## src/rtl/arb_rrb_oht.sv

```systemverilog
// Round-robin arbiter with a registered one-hot grant.
// The grant is held until the downstream stage accepts it.
module arb_rrb_oht #(
  parameter  int WIDTH = 16,
  localparam int IDX_W = $clog2(WIDTH)
) (
  input  logic             clk,
  input  logic             rst_n,
  input  logic [WIDTH-1:0] req,
  output logic [WIDTH-1:0] gnt,
  output logic [IDX_W-1:0] idx,
  output logic             vld,
  input  logic             rdy
);

  logic [IDX_W-1:0] ptr;
  logic [IDX_W-1:0] ptr_nxt;
  logic [IDX_W-1:0] idx_nxt;
  logic [WIDTH-1:0] gnt_nxt;
  logic             trn;
  logic             arb_en;
  logic             hit;

  function automatic logic [IDX_W-1:0] wrap(input int v);
    return IDX_W'(v % WIDTH);
  endfunction

  assign vld    = |gnt;
  assign trn    = vld & rdy;
  assign arb_en = ~vld | trn;

  // The search base already reflects a transfer completing this cycle.
  assign ptr_nxt = trn ? idx : ptr;

  always_comb begin
    hit     = 1'b0;
    idx_nxt = '0;
    gnt_nxt = '0;
    for (int j = 1; j <= WIDTH; j++) begin
      if (!hit && req[wrap(int'(ptr_nxt) + j)]) begin
        hit     = 1'b1;
        idx_nxt = wrap(int'(ptr_nxt) + j);
      end
    end
    if (hit) begin
      gnt_nxt = WIDTH'(1) << idx_nxt;
    end
  end

  always_ff @(posedge clk or negedge rst_n) begin
    if (!rst_n) begin
      gnt <= '0;
      idx <= '0;
      ptr <= IDX_W'(WIDTH - 1);
    end else begin
      if (trn) begin
        ptr <= idx;
      end
      if (arb_en) begin
        gnt <= gnt_nxt;
        idx <= idx_nxt;
      end
    end
  end

endmodule

```

## config.mk

```make
export PLATFORM = sky130hd
export DESIGN_NAME = arb_rrb_oht
export DESIGN_NICKNAME = d
export VERILOG_FILES = /design/src/rtl/arb_rrb_oht.sv
export SDC_FILE = /design/constraint.sdc
export NUM_CORES = 1
export LEC_CHECK = 0
export CELL_PAD_IN_SITES_DETAIL_PLACEMENT = 1
export CELL_PAD_IN_SITES_GLOBAL_PLACEMENT = 1
export CORE_AREA = 2 2 92 94
export DETAILED_ROUTE_END_ITERATION = 8
export DIE_AREA = 0 0 94 96
export PLACE_DENSITY_LB_ADDON = 0.2
export SYNTH_ARGS = -nofsm -noshare
export SYNTH_HDL_FRONTEND = slang
export SYNTH_SLANG_ARGS = --single-unit
```

## constraint.sdc

```tcl
create_clock -name clk -period 11.6 [get_ports clk]
set_input_delay 2.32 -clock clk [delete_from_list [all_inputs] [get_ports clk]]
set_output_delay 2.32 -clock clk [all_outputs]
set_load 0.02 [all_outputs]
```

==> flow_metrics.tcl, run 1 <==
set metrics [dict create \
    cp.arrival_ns 8.25 \
    final_antenna_net_count 0 \
    layout-drive-gt1-share_pct 12.0 \
    fin_nets 496 \
    die_h_um 96 \
    drt_iter0_markers 364 \
    cts_tree "yes" \
    layoutNonFillerInstCount 580 \
    wl_um 13700 \
    clockBufferDepth 2 \
    vias 4089 \
    clkLatencyLatePin_ns 0.28 \
    grt_pass1_vias 3947 \
    yosysWarnings 0 \
    finalClockSkew_ns 0.0132 \
    crit_family "compound AO/OA/AOI/OAI gates" \
    cp_slowest_stage_delay_ns 0.87 \
    grt_max_degree 25 \
    drv_cap 0 \
    final-max-slew-violation-count 0 \
    end_kind "flop" \
    path_buf_inv 3 \
    dieArea_um2 9020 \
    dpl-instance-area_um2 4090 \
    fin_crit_sh_pct 69.4 \
    start_util_pct 45.4 \
    areaGrowthSynthToFinish_pct 13.9 \
    netlist-cell-type-count 79 \
    worst-endpoint-required_ns 11.81 \
    whs_ns 0.535 \
    synth-edff-count 0 \
    startpoint_type "input port" \
    worst_pin_slew_ns 1.07 \
    fin_area_um2 4160 \
    track_usage_pct 30.7 \
    hold_buffers 0 \
    syn_area_um2 3650 \
    crit_slowest_cell "xnor2_2" \
    port-buffer-count 39 \
    gr-total-overflow 0 \
    yosys_register_bits 24 \
    cts_resized 0 \
    rsz0062_at_grt "false" \
    final_cell_mix "nand2_1 (40), clkdlybuf4s50_1 (39), nor2_1 (34)" \
    rows 33 \
    grt_pass1_wl_um 21700 \
    final_common_cell "nand2_1" \
    viasPerCell 7.05 \
    cts_buffers 3 \
    setup_viol 0 \
    syn_nets 475 \
    dpl.hpwl_um 10600 \
    setup_tns_ns 0 \
    syn_avg_cell_area_um2 8.03 \
    clock-root-buffer "clkbuf_8" \
    worstPathMaxFanout 21 \
    antenna_found_initial 0 \
    diodes 0 \
    multiInputGateArea_um2 2850 \
    ios 40 \
    fp.dieW_um 94 \
    status "finished, final reports clean" \
    place.gp.congestion 0.918 \
    worstPathCellList "clkdlybuf4s50_1 > inv_1 > a41o_1 > a22oi_4 > inv_4 > ha_1 > xnor2_2 > mux2_2 > mux4_2 > o2111ai_2 > nor3b_1 > o311a_1 > a211oi_1 > o21ai_0 > a22oi_1 > a32o_1" \
    seq_area_um2 606 \
    wl_per_cell_um 23.6 \
    htree_levels 1 \
    fillers 978 \
    finalHoldViolations 0 \
    drcViolationCount 0 \
    syn_inst 455 \
    crit_type "input port to flop" \
    min_path_type "flop to flop" \
    seq_area_frac_synth_pct 16.6 \
    postCtsSetupRepairBufs 0 \
    ys.flop_type "dfrtp_1" \
    placed_cells 576 \
    period_minus_slack_ns 8.05 \
    fmax_ghz 0.124 \
    clk_pin_slew_ns 0.09 \
    slew_headroom_pct 28.3 \
    coreArea_um2 8050 \
    drt_pass1_iterations 5 \
    cts.sinks 24 \
    synth_async_sr_flop_share_pct 100 \
]
==> synthesized netlist by cell type, drive strengths merged, types with 4 or more instances <==
master	number	area share, %
o21ai	22	3.0
mux4	6	3.7
xnor2	10	2.6
a2111oi	7	2.2
o22ai	8	1.4
and2	9	1.5
a22oi	10	2.4
a31oi	8	1.4
xor2	5	1.2
dfstp	4	2.9
nor3	7	0.96
nor2b	6	1.1
nand3	10	1.4
or2	5	0.86
a22o	4	0.96
nor3b	6	1.5
inv	14	1.5
nor4	7	1.6
a21oi	31	4.2
clkbuf	23	2.4
dfrtp	20	14
a21o	4	0.82
a32o	16	4.4
or3	8	1.5
mux2i	35	10
buf	6	1.2
a221oi	5	1.2
mux2	15	4.6
nand2	40	4.1
a211oi	20	4.1
nor2	35	3.7
==> logic make-up (layout without fill, tap and decap cells) <==
logic type | Yosys count | count (layout) | synth area share [%]
and+or+nand+nor | 142 | 142 | 20.2
AOI/OAI and AO/OA | 172 | 172 | 35.3
DFF | 24 | 24 | 16.6
adders and majority gates | 1 | 1 | 0.343
buffers and inverters | 45 | 65 | 5.28
muxes | 56 | 56 | 18.5
xor gates and xnor gates | 15 | 15 | 3.80
==> through the flow <==
step	utilization [%]	setup slack, ns
2_1_floorplan	-	4.75
3_3_place_gp	50.8	3.57
3_5_place_dp	50.8	3.34
4_1_cts	51.7	3.61
5_1_grt	51.7	3.12
6_report	51.7	3.55
==> final timing paths <==
path | cells after the start | end | slack (ns) | from
hold reg to reg | 1 | gnt[3]$_DFFE_PN0P_ | 0.53 | gnt[3]$_DFFE_PN0P_
min in group asynchronous | 1 | gnt[15]$_DFFE_PN0P_ | 2.62 | rst_n
setup reg to reg | 16 | gnt[4]$_DFFE_PN0P_ | 4.80 | gnt[4]$_DFFE_PN0P_
setup / recovery | 16 | gnt[4]$_DFFE_PN0P_ | 3.55 | rdy
hold / removal | 1 | gnt[3]$_DFFE_PN0P_ | 0.53 | gnt[3]$_DFFE_PN0P_
max in group asynchronous | 1 | idx[3]$_DFFE_PN0P_ | 8.33 | rst_n
==> sequential cells by signal (all words and copies together), names as in the netlist <==
name and count:
gnt 16, idx 4, ptr 4
==> per-layer routing <==
layer / up-vias / wire (um) / GRT usage [%]
met3: 19 / 607 / 2.66
met2: 156 / 6840 / 54.2
met1: 2081 / 6030 / 41.1
met5: - / 0 / 0
met4: 0 / 240 / 6.16
li1: 1833 / - / -
==> cell type report <==
| type | instances | area share (%) |
|---|---|---|
| Multi-Input combinational cell | 386 | 68.6 |
| Sequential cell | 24 | 14.6 |
| Clock inverter | 1 | 0.722 |
| Inverter | 16 | 1.50 |
| Timing Repair Buffer | 45 | 10.5 |
| Clock buffer | 3 | 0.992 |
| Tap cell | 105 | 3.16 |
Power of run 1 is not shown: default switching activity piles up to over one toggle a cycle in this logic, so the estimate is an artifact.
==> inputs of run 2 (changes only) <==
--- a/config.mk
+++ b/config.mk
@@ -7,9 +7,9 @@
 export LEC_CHECK = 0
 export CELL_PAD_IN_SITES_DETAIL_PLACEMENT = 1
 export CELL_PAD_IN_SITES_GLOBAL_PLACEMENT = 1
-export CORE_AREA = 2 2 92 94
+export CORE_AREA = 2 2 95 97
 export DETAILED_ROUTE_END_ITERATION = 8
-export DIE_AREA = 0 0 94 96
+export DIE_AREA = 0 0 97 99
 export PLACE_DENSITY_LB_ADDON = 0.2
 export SYNTH_ARGS = -nofsm -noshare
 export SYNTH_HDL_FRONTEND = slang
==> constraint.sdc (replaced) <==
create_clock -name clk -period 7.8 [get_ports clk]
set_input_delay 1.56 -clock clk [delete_from_list [all_inputs] [get_ports clk]]
set_output_delay 1.56 -clock clk [all_outputs]
set_load 0.02 [all_outputs]
==> run 2 against run 1 <==
Net effect:
- sequential share of layout area decreased by 0.22 points
- die area increased by 6.4%
- via count decreased by 1.4%
- first-iteration DRC count decreased by 2.2%
- critical path depth decreased by 2
- global-route usage decreased by 2.0 points
- register-to-register slack got worse by 3.5 ns
- flip-flop and latch count unchanged
- hold slack improved by 0.0021 ns
- clock skew decreased by 0.0041 ns
- setup slack got worse by 2.7 ns
- non-clock buffer count increased by 8
==> flow_metrics.tcl, run 2 (synthesis results as in run 1) <==
set metrics [dict create \
    status "finished, final reports clean" \
    start_util_pct 42.7 \
    clk_pin_slew_ns 0.09 \
    htree_levels 1 \
    fp.dieW_um 97 \
    top_register "gnt" \
    worstPathCellList "clkdlybuf4s50_1 > inv_1 > a41o_1 > buf_4 > mux2i_1 > a2111oi_0 > or4_1 > or3_4 > nor4_4 > nor3b_2 > o21a_1 > a31oi_1 > a2111oi_4 > a32o_1" \
    die_h_um 99 \
    coreArea_um2 8550 \
    gr-total-overflow 0 \
    grt_pass1_vias 3993 \
    rows 34 \
    drv_cap 0 \
    finalHoldViolations 0 \
    track_usage_pct 28.6 \
    postCtsSetupRepairBufs 0 \
    crit_type "input port to flop" \
    crit_path_start "rdy" \
    cp_slowest_stage_delay_ns 1.02 \
    drt_iter0_markers 356 \
    clkLatencyLatePin_ns 0.27 \
    reg2reg_setup_slack_ns 1.28 \
    crit_family "simple AND/OR/NAND/NOR gates" \
    hold_buffers 0 \
    slew_headroom_pct 15.4 \
    layout-drive-gt1-share_pct 13.5 \
    worst_pin_slew_ns 1.23 \
    finalClockSkew_ns 0.00909 \
    crit_cells 14 \
    period_minus_slack_ns 6.98 \
    clockBufferDepth 2 \
    fillers 1042 \
    rsz0062_at_grt "false" \
    grt_pass1_wl_um 22200 \
    port-buffer-count 39 \
    setup_viol 0 \
    cts_tree "yes" \
    final_cell_mix "nand2_1 (40), clkdlybuf4s50_1 (39), nor2_1 (34)" \
    grt_max_degree 25 \
    top_regs "gnt x16, idx x4, ptr x4" \
    dpl.hpwl_um 10900 \
    diodes 0 \
    fin_crit_sh_pct 89.5 \
    viasPerCell 6.82 \
    worstPathMaxFanout 18 \
    min_path_cells 1 \
    cts_buffers 3 \
    wl_um 14000 \
    path_buf_inv 3 \
    place.gp.congestion 0.979 \
    cts.sinks 24 \
    antenna_found_initial 0 \
    cp-endpoint "gnt[10]$_DFFE_PN0P_" \
    startpoint_type "input port" \
    drcViolationCount 0 \
    cts_resized 0 \
    r2r_start "gnt[7]$_DFFE_PN0P_" \
    clock-root-buffer "clkbuf_8" \
    largest_reg_flops 16 \
    vias 4030 \
    final_common_cell "nand2_1" \
    drt_pass1_iterations 5 \
    fin_nets 504 \
    areaGrowthSynthToFinish_pct 15.7 \
    worst-endpoint-required_ns 8.01 \
    end_kind "flop" \
    ios 40 \
    crit_slowest_cell "mux2i_1" \
    setup_tns_ns 0 \
    final-max-slew-violation-count 0 \
    rr_endpoint "gnt[10]$_DFFE_PN0P_" \
    dieArea_um2 9600 \
    wl_per_cell_um 23.7 \
    cp.arrival_ns 7.18 \
    final_antenna_net_count 0 \
    fmax_ghz 0.143 \
    reg2reg_depth 15 \
    min_path_type "flop to flop" \
]
## run 2: worst min path at each step
stage                             start                  end
finish               gnt[4]$_DFFE_PN0P_   gnt[4]$_DFFE_PN0P_
global route         gnt[3]$_DFFE_PN0P_   gnt[3]$_DFFE_PN0P_
CTS                  gnt[9]$_DFFE_PN0P_   gnt[9]$_DFFE_PN0P_
detailed placement   gnt[9]$_DFFE_PN0P_   gnt[9]$_DFFE_PN0P_
global placement     gnt[9]$_DFFE_PN0P_   gnt[9]$_DFFE_PN0P_
floorplan           gnt[11]$_DFFE_PN0P_  gnt[11]$_DFFE_PN0P_
## run 2: cell type report
cell class / instances / area (um^2) / area share (%)
clock buffers: 3 / 41.3 / 0.977
clock inverters: 1 / 30.0 / 0.711
inverters: 16 / 62.6 / 1.48
multi-input cells: 386 / 2850 / 67.6
flip-flops and latches: 24 / 606 / 14.3
well taps: 108 / 135 / 3.20
repair buffers: 53 / 495 / 11.7
## run 2: per-stage QoR
step	util, %	hold slack (ns)	instance area [um^2]	worst slack, ns	cells
2_1_floorplan	-	0.629	3650	1.71	455
3_3_place_gp	48.6	0.510	4150	0.732	587
3_5_place_dp	48.6	0.514	4150	0.618	587
4_1_cts	49.4	0.536	4220	0.879	591
5_1_grt	49.4	0.566	4220	0.478	591
6_report	49.4	0.537	4220	0.822	591
## run 2: routing by layer
layer | vias to the layer above | track usage [%] | share of wire, %
met5 | - | 0 | 0
met4 | 0 | 10.4 | 3.9
met3 | 37 | 2.41 | 5.3
met2 | 159 | 47.1 | 46
met1 | 1981 | 39.4 | 45
li1 | 1853 | - | -
Power of run 2 is left out for the same reason.
